<file path="config.mk">
export PLATFORM = sky130hd
export DESIGN_NAME = multicycle_control
export DESIGN_NICKNAME = d
export VERILOG_FILES = /design/src/rtl/multicycle_control_pkg.sv /design/src/rtl/multicycle_control_instr_decode.sv /design/src/rtl/multicycle_control.sv
export SDC_FILE = /design/constraint.sdc
export NUM_CORES = 1
export LEC_CHECK = 0
export ABC_AREA = 1
export ABC_CLOCK_PERIOD_IN_PS = 2050
export CORE_ASPECT_RATIO = 0.5
export CORE_MARGIN = 2
export CORE_UTILIZATION = 32
export DETAILED_ROUTE_END_ITERATION = 10
export PLACE_DENSITY = 0.86
export REMOVE_ABC_BUFFERS = 1
export SLEW_MARGIN = 10
export SYNTH_ARGS = -nofsm -noshare
export SYNTH_HDL_FRONTEND = slang
export SYNTH_SLANG_ARGS = --single-unit
</file>
<file path="constraint.sdc">
create_clock -name clk -period 2.05 [get_ports clk]
set_clock_uncertainty 0.15 [all_clocks]
set_input_delay 0.205 -clock clk [delete_from_list [all_inputs] [get_ports clk]]
set_output_delay 0.205 -clock clk [all_outputs]
set_load 0.02 [all_outputs]
</file>
<file path="src/rtl/multicycle_control_pkg.sv">
// Shared constants for the multicycle MIPS control path.
// Holds the opcode/funct encodings, FSM state codes, PC/writeback mux
// selects, ALU source and ALU operation encodings, and the decoded
// instruction-class bundle that instr_decode hands to the FSM.
package multicycle_control_pkg;

  // Opcodes
  localparam logic [5:0] OPC_RTYPE = 6'h00;
  localparam logic [5:0] OPC_J     = 6'h02;
  localparam logic [5:0] OPC_JAL   = 6'h03;
  localparam logic [5:0] OPC_BEQ   = 6'h04;
  localparam logic [5:0] OPC_BNE   = 6'h05;
  localparam logic [5:0] OPC_ADDI  = 6'h08;
  localparam logic [5:0] OPC_ANDI  = 6'h0C;
  localparam logic [5:0] OPC_ORI   = 6'h0D;
  localparam logic [5:0] OPC_LW    = 6'h23;
  localparam logic [5:0] OPC_SW    = 6'h2B;

  // R-type funct codes
  localparam logic [5:0] FUNCT_SLL = 6'h00;
  localparam logic [5:0] FUNCT_SRL = 6'h02;
  localparam logic [5:0] FUNCT_JR  = 6'h08;
  localparam logic [5:0] FUNCT_ADD = 6'h20;
  localparam logic [5:0] FUNCT_SUB = 6'h22;
  localparam logic [5:0] FUNCT_AND = 6'h24;
  localparam logic [5:0] FUNCT_OR  = 6'h25;
  localparam logic [5:0] FUNCT_NOR = 6'h27;
  localparam logic [5:0] FUNCT_SLT = 6'h2A;

  // FSM states
  localparam logic [2:0] S_FETCH  = 3'd0;
  localparam logic [2:0] S_DECODE = 3'd1;
  localparam logic [2:0] S_EXEC   = 3'd2;
  localparam logic [2:0] S_MEM    = 3'd3;
  localparam logic [2:0] S_WB     = 3'd4;

  // PC source select
  localparam logic [1:0] PC_SRC_PC4    = 2'd0;
  localparam logic [1:0] PC_SRC_BRANCH = 2'd1;
  localparam logic [1:0] PC_SRC_JUMP   = 2'd2;
  localparam logic [1:0] PC_SRC_REG    = 2'd3;

  // Register-file writeback select
  localparam logic [1:0] WB_SEL_ALU  = 2'd0;
  localparam logic [1:0] WB_SEL_MEM  = 2'd1;
  localparam logic [1:0] WB_SEL_LINK = 2'd2;

  // ALU second-operand select
  localparam logic [1:0] ALU_SRC_REG             = 2'd0;
  localparam logic [1:0] ALU_SRC_SEXT_IMM16      = 2'd1;
  localparam logic [1:0] ALU_SRC_ZEXT_IMM16      = 2'd2;
  localparam logic [1:0] ALU_SRC_SEXT_IMM16_SHL2 = 2'd3;

  // ALU operations
  localparam logic [2:0] OP_ADD = 3'd0;
  localparam logic [2:0] OP_SUB = 3'd1;
  localparam logic [2:0] OP_AND = 3'd2;
  localparam logic [2:0] OP_OR  = 3'd3;
  localparam logic [2:0] OP_NOR = 3'd4;
  localparam logic [2:0] OP_SLT = 3'd5;
  localparam logic [2:0] OP_SLL = 3'd6;
  localparam logic [2:0] OP_SRL = 3'd7;

  // Instruction class as seen by the sequencing FSM
  typedef struct packed {
    logic       is_lw;
    logic       is_sw;
    logic       is_bne;
    logic       is_j;
    logic       is_jal;
    logic       is_jr;
    logic       illegal;
    logic [2:0] alu_op;
    logic [1:0] alu_src;
  } dec_class_t;

endpackage

</file>
<file path="src/rtl/multicycle_control_instr_decode.sv">
// instr_decode: purely combinational field and class decode of a MIPS word.
// Ports:
//   instruction        - 32-bit instruction word
//   cls                - instruction class + EXEC-phase ALU controls
//   addr_a/addr_b      - source register addresses (rt/rt for shifts, rs/rt otherwise)
//   addr_in            - destination register (rd, rt, or LINK_REG for jal)
//   shamt/imm16/addr26 - raw instruction fields (shamt zero unless a shift)
//   is_jump/is_branch  - class flags
module instr_decode
  import multicycle_control_pkg::*;
#(
  parameter int REG_ADDR_W = 5,
  parameter int LINK_REG   = 31
) (
  input  logic [31:0]           instruction,
  output dec_class_t            cls,
  output logic [REG_ADDR_W-1:0] addr_a,
  output logic [REG_ADDR_W-1:0] addr_b,
  output logic [REG_ADDR_W-1:0] addr_in,
  output logic [4:0]            shamt,
  output logic [15:0]           imm16,
  output logic [25:0]           addr26,
  output logic                  is_jump,
  output logic                  is_branch
);

  logic [5:0] opcode;
  logic [5:0] funct;
  logic       is_shift;

  assign opcode = instruction[31:26];
  assign funct  = instruction[5:0];
  assign imm16  = instruction[15:0];
  assign addr26 = instruction[25:0];

  always_comb begin
    cls       = '0;
    is_shift  = 1'b0;
    is_branch = 1'b0;
    cls.alu_op  = OP_ADD;
    cls.alu_src = ALU_SRC_REG;
    case (opcode)
      OPC_RTYPE: begin
        case (funct)
          FUNCT_ADD: cls.alu_op = OP_ADD;
          FUNCT_SUB: cls.alu_op = OP_SUB;
          FUNCT_AND: cls.alu_op = OP_AND;
          FUNCT_OR:  cls.alu_op = OP_OR;
          FUNCT_NOR: cls.alu_op = OP_NOR;
          FUNCT_SLT: cls.alu_op = OP_SLT;
          FUNCT_SLL: begin cls.alu_op = OP_SLL; is_shift = 1'b1; end
          FUNCT_SRL: begin cls.alu_op = OP_SRL; is_shift = 1'b1; end
          FUNCT_JR:  cls.is_jr = 1'b1;
          default:   cls.illegal = 1'b1;
        endcase
      end
      OPC_ADDI: cls.alu_src = ALU_SRC_SEXT_IMM16;
      OPC_ANDI: begin cls.alu_op = OP_AND; cls.alu_src = ALU_SRC_ZEXT_IMM16; end
      OPC_ORI:  begin cls.alu_op = OP_OR;  cls.alu_src = ALU_SRC_ZEXT_IMM16; end
      OPC_LW:   begin cls.is_lw = 1'b1; cls.alu_src = ALU_SRC_SEXT_IMM16; end
      OPC_SW:   begin cls.is_sw = 1'b1; cls.alu_src = ALU_SRC_SEXT_IMM16; end
      OPC_BEQ:  begin cls.alu_op = OP_SUB; is_branch = 1'b1; end
      OPC_BNE:  begin cls.alu_op = OP_SUB; is_branch = 1'b1; cls.is_bne = 1'b1; end
      OPC_J:    cls.is_j = 1'b1;
      OPC_JAL:  cls.is_jal = 1'b1;
      default:  cls.illegal = 1'b1;
    endcase
  end

  assign is_jump = cls.is_j | cls.is_jal | cls.is_jr;

  // Shifts take their operand from rt; the 5-bit fields are resized to the
  // register-file address width (zero-extend or truncate).
  assign addr_a  = is_shift ? REG_ADDR_W'(instruction[20:16])
                            : REG_ADDR_W'(instruction[25:21]);
  assign addr_b  = REG_ADDR_W'(instruction[20:16]);
  assign addr_in = cls.is_jal               ? REG_ADDR_W'(LINK_REG) :
                   (opcode == OPC_RTYPE)    ? REG_ADDR_W'(instruction[15:11]) :
                                              REG_ADDR_W'(instruction[20:16]);
  assign shamt   = is_shift ? instruction[10:6] : 5'd0;

endmodule

</file>
<file path="src/rtl/multicycle_control.sv">
// multicycle_control: FETCH/DECODE/EXEC/MEM/WB sequencer for the multicycle
// MIPS datapath. Wraps instr_decode and drives datapath enables, ALU
// controls and a req/ready memory handshake with a bounded wait.
// Ports:
//   clk, rst_n               - clock, async active-low reset
//   instruction, zero        - IR contents, ALU zero flag
//   mem_ready / mem_req/mem_we/mem_addr_sel - memory handshake
//   ir_write, pc_write, pc_src, reg_write, wb_sel - datapath enables/selects
//   alu_src, alu_op          - ALU controls
//   addr_a/addr_b/addr_in, shamt, imm16, addr26 - decoded fields
//   is_jump, is_branch, illegal, mem_timeout, state - flags and debug
module multicycle_control
  import multicycle_control_pkg::*;
#(
  parameter int REG_ADDR_W = 5,
  parameter int LINK_REG   = 31,
  parameter int MAX_WAIT   = 15
) (
  input  logic                  clk,
  input  logic                  rst_n,
  input  logic [31:0]           instruction,
  input  logic                  zero,
  input  logic                  mem_ready,
  output logic                  mem_req,
  output logic                  mem_we,
  output logic                  mem_addr_sel,
  output logic                  ir_write,
  output logic                  pc_write,
  output logic [1:0]            pc_src,
  output logic                  reg_write,
  output logic [1:0]            wb_sel,
  output logic [1:0]            alu_src,
  output logic [2:0]            alu_op,
  output logic [REG_ADDR_W-1:0] addr_a,
  output logic [REG_ADDR_W-1:0] addr_b,
  output logic [REG_ADDR_W-1:0] addr_in,
  output logic [4:0]            shamt,
  output logic [15:0]           imm16,
  output logic [25:0]           addr26,
  output logic                  is_jump,
  output logic                  is_branch,
  output logic                  illegal,
  output logic                  mem_timeout,
  output logic [2:0]            state
);

  localparam int CNT_W = (MAX_WAIT < 1) ? 1 : $clog2(MAX_WAIT + 1);

  dec_class_t       cls;
  logic [2:0]       state_q, state_d;
  logic [CNT_W-1:0] wait_q, wait_d;
  logic             timeout_hit;
  logic             mem_req_c, ir_write_c, pc_write_c, reg_write_c, illegal_c;

  instr_decode #(
    .REG_ADDR_W (REG_ADDR_W),
    .LINK_REG   (LINK_REG)
  ) u_decode (
    .instruction (instruction),
    .cls         (cls),
    .addr_a      (addr_a),
    .addr_b      (addr_b),
    .addr_in     (addr_in),
    .shamt       (shamt),
    .imm16       (imm16),
    .addr26      (addr26),
    .is_jump     (is_jump),
    .is_branch   (is_branch)
  );

  // The timeout cycle itself carries no request, so a late mem_ready on
  // that cycle is ignored and the access is abandoned cleanly.
  assign timeout_hit = (MAX_WAIT != 0) && (wait_q == CNT_W'(MAX_WAIT));

  always_comb begin
    state_d      = state_q;
    mem_req_c    = 1'b0;
    mem_we       = 1'b0;
    mem_addr_sel = 1'b0;
    ir_write_c   = 1'b0;
    pc_write_c   = 1'b0;
    pc_src       = PC_SRC_PC4;
    reg_write_c  = 1'b0;
    wb_sel       = WB_SEL_ALU;
    alu_src      = ALU_SRC_REG;
    alu_op       = OP_ADD;
    illegal_c    = 1'b0;
    case (state_q)
      S_FETCH: begin
        if (!timeout_hit) begin
          mem_req_c = 1'b1;
          if (mem_ready) begin
            ir_write_c = 1'b1;
            pc_write_c = 1'b1;
            state_d    = S_DECODE;
          end
        end
      end
      S_DECODE: begin
        // ALU forms the branch target speculatively while decoding
        alu_src = ALU_SRC_SEXT_IMM16_SHL2;
        alu_op  = OP_ADD;
        state_d = S_FETCH;
        if (cls.illegal) begin
          illegal_c = 1'b1;
        end else if (cls.is_j || cls.is_jal) begin
          pc_write_c = 1'b1;
          pc_src     = PC_SRC_JUMP;
          if (cls.is_jal) begin
            reg_write_c = 1'b1;
            wb_sel      = WB_SEL_LINK;
          end
        end else if (cls.is_jr) begin
          pc_write_c = 1'b1;
          pc_src     = PC_SRC_REG;
        end else begin
          state_d = S_EXEC;
        end
      end
      S_EXEC: begin
        alu_op  = cls.alu_op;
        alu_src = cls.alu_src;
        if (is_branch) begin
          pc_write_c = zero ^ cls.is_bne;
          pc_src     = PC_SRC_BRANCH;
          state_d    = S_FETCH;
        end else if (cls.is_lw || cls.is_sw) begin
          state_d = S_MEM;
        end else begin
          state_d = S_WB;
        end
      end
      S_MEM: begin
        alu_op       = cls.alu_op;
        alu_src      = cls.alu_src;
        mem_addr_sel = 1'b1;
        if (timeout_hit) begin
          state_d = S_FETCH;
        end else begin
          mem_req_c = 1'b1;
          mem_we    = cls.is_sw;
          if (mem_ready) state_d = cls.is_sw ? S_FETCH : S_WB;
        end
      end
      S_WB: begin
        alu_op      = cls.alu_op;
        alu_src     = cls.alu_src;
        reg_write_c = 1'b1;
        wb_sel      = cls.is_lw ? WB_SEL_MEM : WB_SEL_ALU;
        state_d     = S_FETCH;
      end
      default: state_d = S_FETCH;
    endcase

    if ((MAX_WAIT == 0) || timeout_hit || mem_ready || (state_d != state_q))
      wait_d = '0;
    else if (mem_req_c)
      wait_d = wait_q + CNT_W'(1);
    else
      wait_d = wait_q;
  end

  always_ff @(posedge clk or negedge rst_n) begin
    if (!rst_n) begin
      state_q <= S_FETCH;
      wait_q  <= '0;
    end else begin
      state_q <= state_d;
      wait_q  <= wait_d;
    end
  end

  // Enables are gated by rst_n so they drop in the very cycle reset asserts,
  // not at the next clock edge.
  assign mem_req     = mem_req_c   & rst_n;
  assign ir_write    = ir_write_c  & rst_n;
  assign pc_write    = pc_write_c  & rst_n;
  assign reg_write   = reg_write_c & rst_n;
  assign illegal     = illegal_c   & rst_n;
  assign mem_timeout = timeout_hit & rst_n;
  assign state       = state_q;

endmodule

</file>
==> out/qor.yml, run 1 <==
status:
  status: "finished clean"
logic_synthesis:
  yosysWarnings: 0
  synth_top_area_cell: "buf_4"
  synth-seq-cells: 7
  synth_cell_types: 28
  syn_area_sq_mm: 0.00138
  ys_seq_area_share_pct: 12.7
  synth_edf_count: 0
  ys.flop_type: "dfrtp_1"
  synth.area.top_cells: "buf_4, dfrtp_1, nor2_1"
  syn-instance-count: 230
  syn_area_per_cell_sq_um: 5.99
  synth_top_cell_area_share_pct: 25.6
  async_flop_share_pct: 100
sta:
  fin_crit_sh_pct: 96.8
  relSlewSlack_pct: 81.1
  fin_crit_ps: 1990
  setup-violations-final: 0
  tightest_slew_ps: 281
  fmax_mhz: 504
  final.setup.tns_ps: 0
  maxSlewViolCount: 0
  rsz0062_at_grt: "yes"
  hold_viol: 0
placed_design:
  placed_cells: 399
  io_buffers: 119
  gp_congestion: 0.885
  placedInstanceArea_sq_mm: 0.00260
  dp.final_hpwl_um: 4990
worst_setup_path:
  cp-start-kind: "input port"
  cp.required_ps: 1690
  path_delay_family: "buffers and inverters"
  crit_top_cell: "buf_6"
  slowest_delay_ps: 320
  cp_cell_sequence: "dlygate4sd2_1 > inv_1 > nand2_1 > nor2_4 > nand2_4 > buf_6 > inv_6 > nand2_8 > mux2_4 > buf_6"
  critPathKind: "in -> out"
  critPathSlowestCell: "mux2_4"
  cp.arrival_ps: 1630
  rrSetupSlack_ps: 270
  cp_max_fo: 7
  path_buf_inv: 5
  critPathCaptureType: "output pin"
routing:
  post_drt_wl_per_cell_um: 15.4
  ant_nets: 0
  first_pass_iters: 5
  vias: 1953
  routed_wl_um: 6300
  viasPerCell: 4.78
  drc: 0
  drt_iter0_markers: 119
floorplan:
  die_w_um: 96.8
  placementRows: 16
  core_area_sq_mm: 0.00402
  die_h_um: 50.4
  ioPinCount: 120
  start_util_pct: 34.2
  dieArea_sq_mm: 0.00488
power_and_ir_drop:
  leakage_uw: 0.00139
  irDropWorstVdd_v: 0.000167
  cellPowerDensity_mw_per_mm2: 357
  power_uw: 961
cts:
  clock-sinks: 7
  htreeDepth: 1
  tritoncts: "yes"
  cts-hold-fix-buffers: 0
  cts_root_buf: "clkbuf_8"
  clock_latency_ps: 230
  cts-buffers-inserted: 3
  path_clk_slew_ps: 40
  clock_path_buffers: 2
global_routing:
  grt_pass1_vias: 1986
  grt_usage_pct: 25.2
  antenna_found_initial: 0
  grt_pass1_wl_um: 9830
  overflow: 0
  grt_start_max_net_pins: 8
cells_and_area:
  diodes: 0
  final_cell_mix: "clkdlybuf4s50_1, buf_4, nor2_1"
  nFillCells: 308
  final_area_sq_mm: 0.00269
  nets: 393
  final_common_cell: "clkdlybuf4s50_1"
  layout.cells.non_filler: 409
  area_delta_synth_final_pct: 95.3
  drive_above_1_share_pct: 34.9
  final_util_pct: 66.9
worst_hold_path:
  hold_path.class: "in -> async"
job:
  max_cap_viol_count: 0
[final timing paths]
| kind | cells after the start | endpoint | from |
|---|---|---|---|
| min reg2reg | 2 | wait_q[0] | wait_q[0] |
| max in group asynchronous | 2 | state[1] | rst_n |
| min in group clk | 2 | wait_q[0] | wait_q[0] |
| max | 10 | addr_a[3] | instruction[26] |
| min | 2 | state[0] | rst_n |
| max reg2reg | 9 | wait_q[2] | wait_q[0] |
[cells by family after synthesis]
kind of cell	synth area share (%)
simple gates	37.5
flops	12.7
compound gates	6.63
xor+xnor	2.54
mux	2.72
fa+ha+maj	0.908
buf+inv	37.0
[layer usage]
layer	part of all wire, %	GRT usage [%]	up-vias
met1	40	29.0	929
met2	53	48.5	83
met3	5.0	4.46	18
met5	0	0	-
li1	-	-	923
met4	2.4	7.75	0
[sequential cells by signal, summed over array words and instances (netlist names)]
name	count
wait_q	4
state	3
[stage by stage]
step,setup slack [ps],hold WS (ps)
final,65.0,141
after global routing,-8.72,159
after CTS,-127,131
after detailed placement,-652,370
after global placement,-634,362
after floorplan,17.3,-241
[cell usage after synthesis, types with 3 or more instances]
library cell	instances
buf_4	47
nor2_1	40
inv_1	36
nand2_1	33
nand3_1	19
o21ai_0	10
dfrtp_1	7
a21oi_1	5
and2_1	3
nand4_1	3
nor3_1	3
[power breakdown]
group	leakage, uW	internal [uW]	switching, uW	total [uW]
sequential	0.0000933	152	10.5	163
clock	0.0000228	135	61.5	196
combinational	0.00128	279	323	602
total	0.00139	566	395	961
[area by class of cell]
type                       instances  area (sq um)  share of cell area (%)
multi-input combinational        137           806                    30.0
inverter                          38           148                    5.49
clock buffer                       4          45.0                    1.67
timing repair buffer             169          1450                    53.8
tap                               54          67.6                    2.51
sequential                         7           176                    6.56
[timing repair]
item / CTS / global route
endpoints found under the setup margin: 34 / 32
buffers inserted: 5 / 1
gates resized for setup: 154 / 29
pin swaps: 5 / 8
Note: power is estimated with default switching activity, not from simulation.
==> run 2: changes to the inputs <==
--- a/config.mk
+++ b/config.mk
@@ -7,11 +7,14 @@
 export LEC_CHECK = 0
 export ABC_AREA = 1
 export ABC_CLOCK_PERIOD_IN_PS = 2050
+export CELL_PAD_IN_SITES_DETAIL_PLACEMENT = 0
+export CELL_PAD_IN_SITES_GLOBAL_PLACEMENT = 2
 export CORE_ASPECT_RATIO = 0.5
 export CORE_MARGIN = 2
-export CORE_UTILIZATION = 32
+export CORE_UTILIZATION = 14
+export CTS_BUF_LIST = sky130_fd_sc_hd__clkbuf_8
 export DETAILED_ROUTE_END_ITERATION = 10
-export PLACE_DENSITY = 0.86
+export PLACE_DENSITY = 0.85
 export REMOVE_ABC_BUFFERS = 1
 export SLEW_MARGIN = 10
 export SYNTH_ARGS = -nofsm -noshare
==> out/qor.yml, run 2 (same netlist as run 1, synthesis figures left out) <==
status:
  status: "finished clean"
cts:
  cts_root_buf: "clkbuf_8"
  clock_latency_ps: 240
  clock-sinks: 7
  clock_path_buffers: 2
  htreeDepth: 1
  path_clk_slew_ps: 40
  tritoncts: "yes"
  cts-buffers-inserted: 3
  cts-hold-fix-buffers: 0
global_routing:
  grt_start_max_net_pins: 13
  grt_usage_pct: 10.0
  grt_pass1_vias: 1671
  overflow: 0
  grt_pass1_wl_um: 8520
  antenna_found_initial: 0
job:
  max_cap_viol_count: 0
sta:
  fin_crit_sh_pct: 94.1
  setup-violations-final: 0
  relSlewSlack_pct: 83.4
  maxSlewViolCount: 0
  fin_crit_ps: 1930
  setup_ws_ps: 121
  tightest_slew_ps: 248
  final.setup.tns_ps: 0
  fmax_mhz: 518
  hold_viol: 0
  rsz0062_at_grt: "no"
floorplan:
  ioPinCount: 120
  placementRows: 25
  die_w_um: 144
  start_util_pct: 14.5
  dieArea_sq_mm: 0.0107
  core_area_sq_mm: 0.00951
  die_h_um: 74.1
worst_setup_path:
  path_buf_inv: 2
  cp.arrival_ps: 1570
  cp-start-kind: "flip-flop"
  critPathCaptureType: "output pin"
  r2r-start: "wait_q[0]"
  slowest_delay_ps: 630
  rr_endpoint: "wait_q[0]"
  rr_worst_depth: 9
  critPathSlowestCell: "clkdlybuf4s50_1"
  critPathKind: "reg -> out"
  cp.required_ps: 1690
  rrSetupSlack_ps: 270
  cp_cell_sequence: "inv_1 > nand2_1 > nor2_1 > clkdlybuf4s50_1"
  path_delay_family: "buffers and inverters"
  cp_max_fo: 3
cells_and_area:
  final_cell_mix: "clkdlybuf4s50_1, buf_4, inv_1"
  drive_above_1_share_pct: 33.5
  diodes: 0
  regMostFlops: "wait_q"
  final_common_cell: "clkdlybuf4s50_1"
  nFillCells: 1087
  final_area_sq_mm: 0.00283
  largest_reg_flops: 4
  register_area_sq_um: 176
  area_delta_synth_final_pct: 106
  multiInputGateArea_sq_um: 785
  final_util_pct: 29.8
  nets: 399
placed_design:
  dp_slack_ps: -579
  io_buffers: 119
  placedInstanceArea_sq_mm: 0.00276
  dp.final_hpwl_um: 4800
  gp_congestion: 0.756
power_and_ir_drop:
  irDropWorstVdd_v: 0.000167
  power_uw: 942
  cellPowerDensity_mw_per_mm2: 333
  leakage_uw: 0.00145
routing:
  viasPerCell: 3.49
  post_drt_wl_per_cell_um: 11.1
  routed_wl_um: 5490
  first_pass_iters: 4
  drt_iter0_markers: 58
  drc: 0
  ant_nets: 0
  vias: 1733
worst_hold_path:
  hold_path.class: "in -> async"
## run 2: repair_timing
item | CTS | global route
buffers inserted | 2 | 2
pin swaps | 5 | 8
resized for setup | 125 | 27
gates cloned | 0 | 0
setup endpoints to repair | 33 | 35
## run 2: worst register-to-register path, stage by stage, from the launching register on
cell     delay (ps)
dfrtp_1         370
ha_1            210
nand3_1         150
buf_4           160
nand4_1         110
nand3_2         120
xor2_1          150
nor2_1           50
nand2_1         130
nor2_1           60
## run 2: layer usage
metal  up-vias  share of wire [%]  GRT usage (%)
li1        933                  -              -
met1       791                 46           13.2
met2         9                 53           18.6
met3         0                1.2           1.16
met4         0                  0          0.647
met5         -                  0              0
## run 2: worst max-delay path by stage
| stage | startpoint | endpoint | slack, ps | cells past startpoint |
|---|---|---|---|---|
| 2_1_floorplan | state[0] | pc_write | 20 | 6 |
| 3_3_place_gp | instruction[31] | illegal | -570 | 10 |
| 3_5_place_dp | instruction[31] | illegal | -580 | 10 |
| 4_1_cts | instruction[29] | addr_in[3] | -20 | 9 |
| 5_1_grt | state[2] | mem_addr_sel | 10 | 4 |
| 6_report | state[2] | mem_addr_sel | 120 | 4 |
## run 2: cell type report
class / count / share of cell area, %
Inverter: 38 / 5.13
Multi-Input combinational cell: 137 / 27.7
Sequential cell: 7 / 6.23
Clock inverter: 1 / 0.133
Clock buffer: 3 / 1.46
Timing Repair Buffer: 175 / 53.4
Tap cell: 135 / 5.97
## run 2: metrics by stage
| step | hold slack (ps) | std cells |
|---|---|---|
| floorplan | -241 | 182 |
| global placement | 368 | 488 |
| detailed placement | 372 | 488 |
| CTS | 129 | 494 |
| global route | 136 | 496 |
| finish | 121 | 496 |
## run 2: report_power, final
part | switching (uW) | total (uW) | leakage (uW) | internal (uW)
clock | 67.2 | 197 | 0.0000269 | 130
combinational | 300 | 584 | 0.00133 | 283
sequential | 9.04 | 161 | 0.0000933 | 152
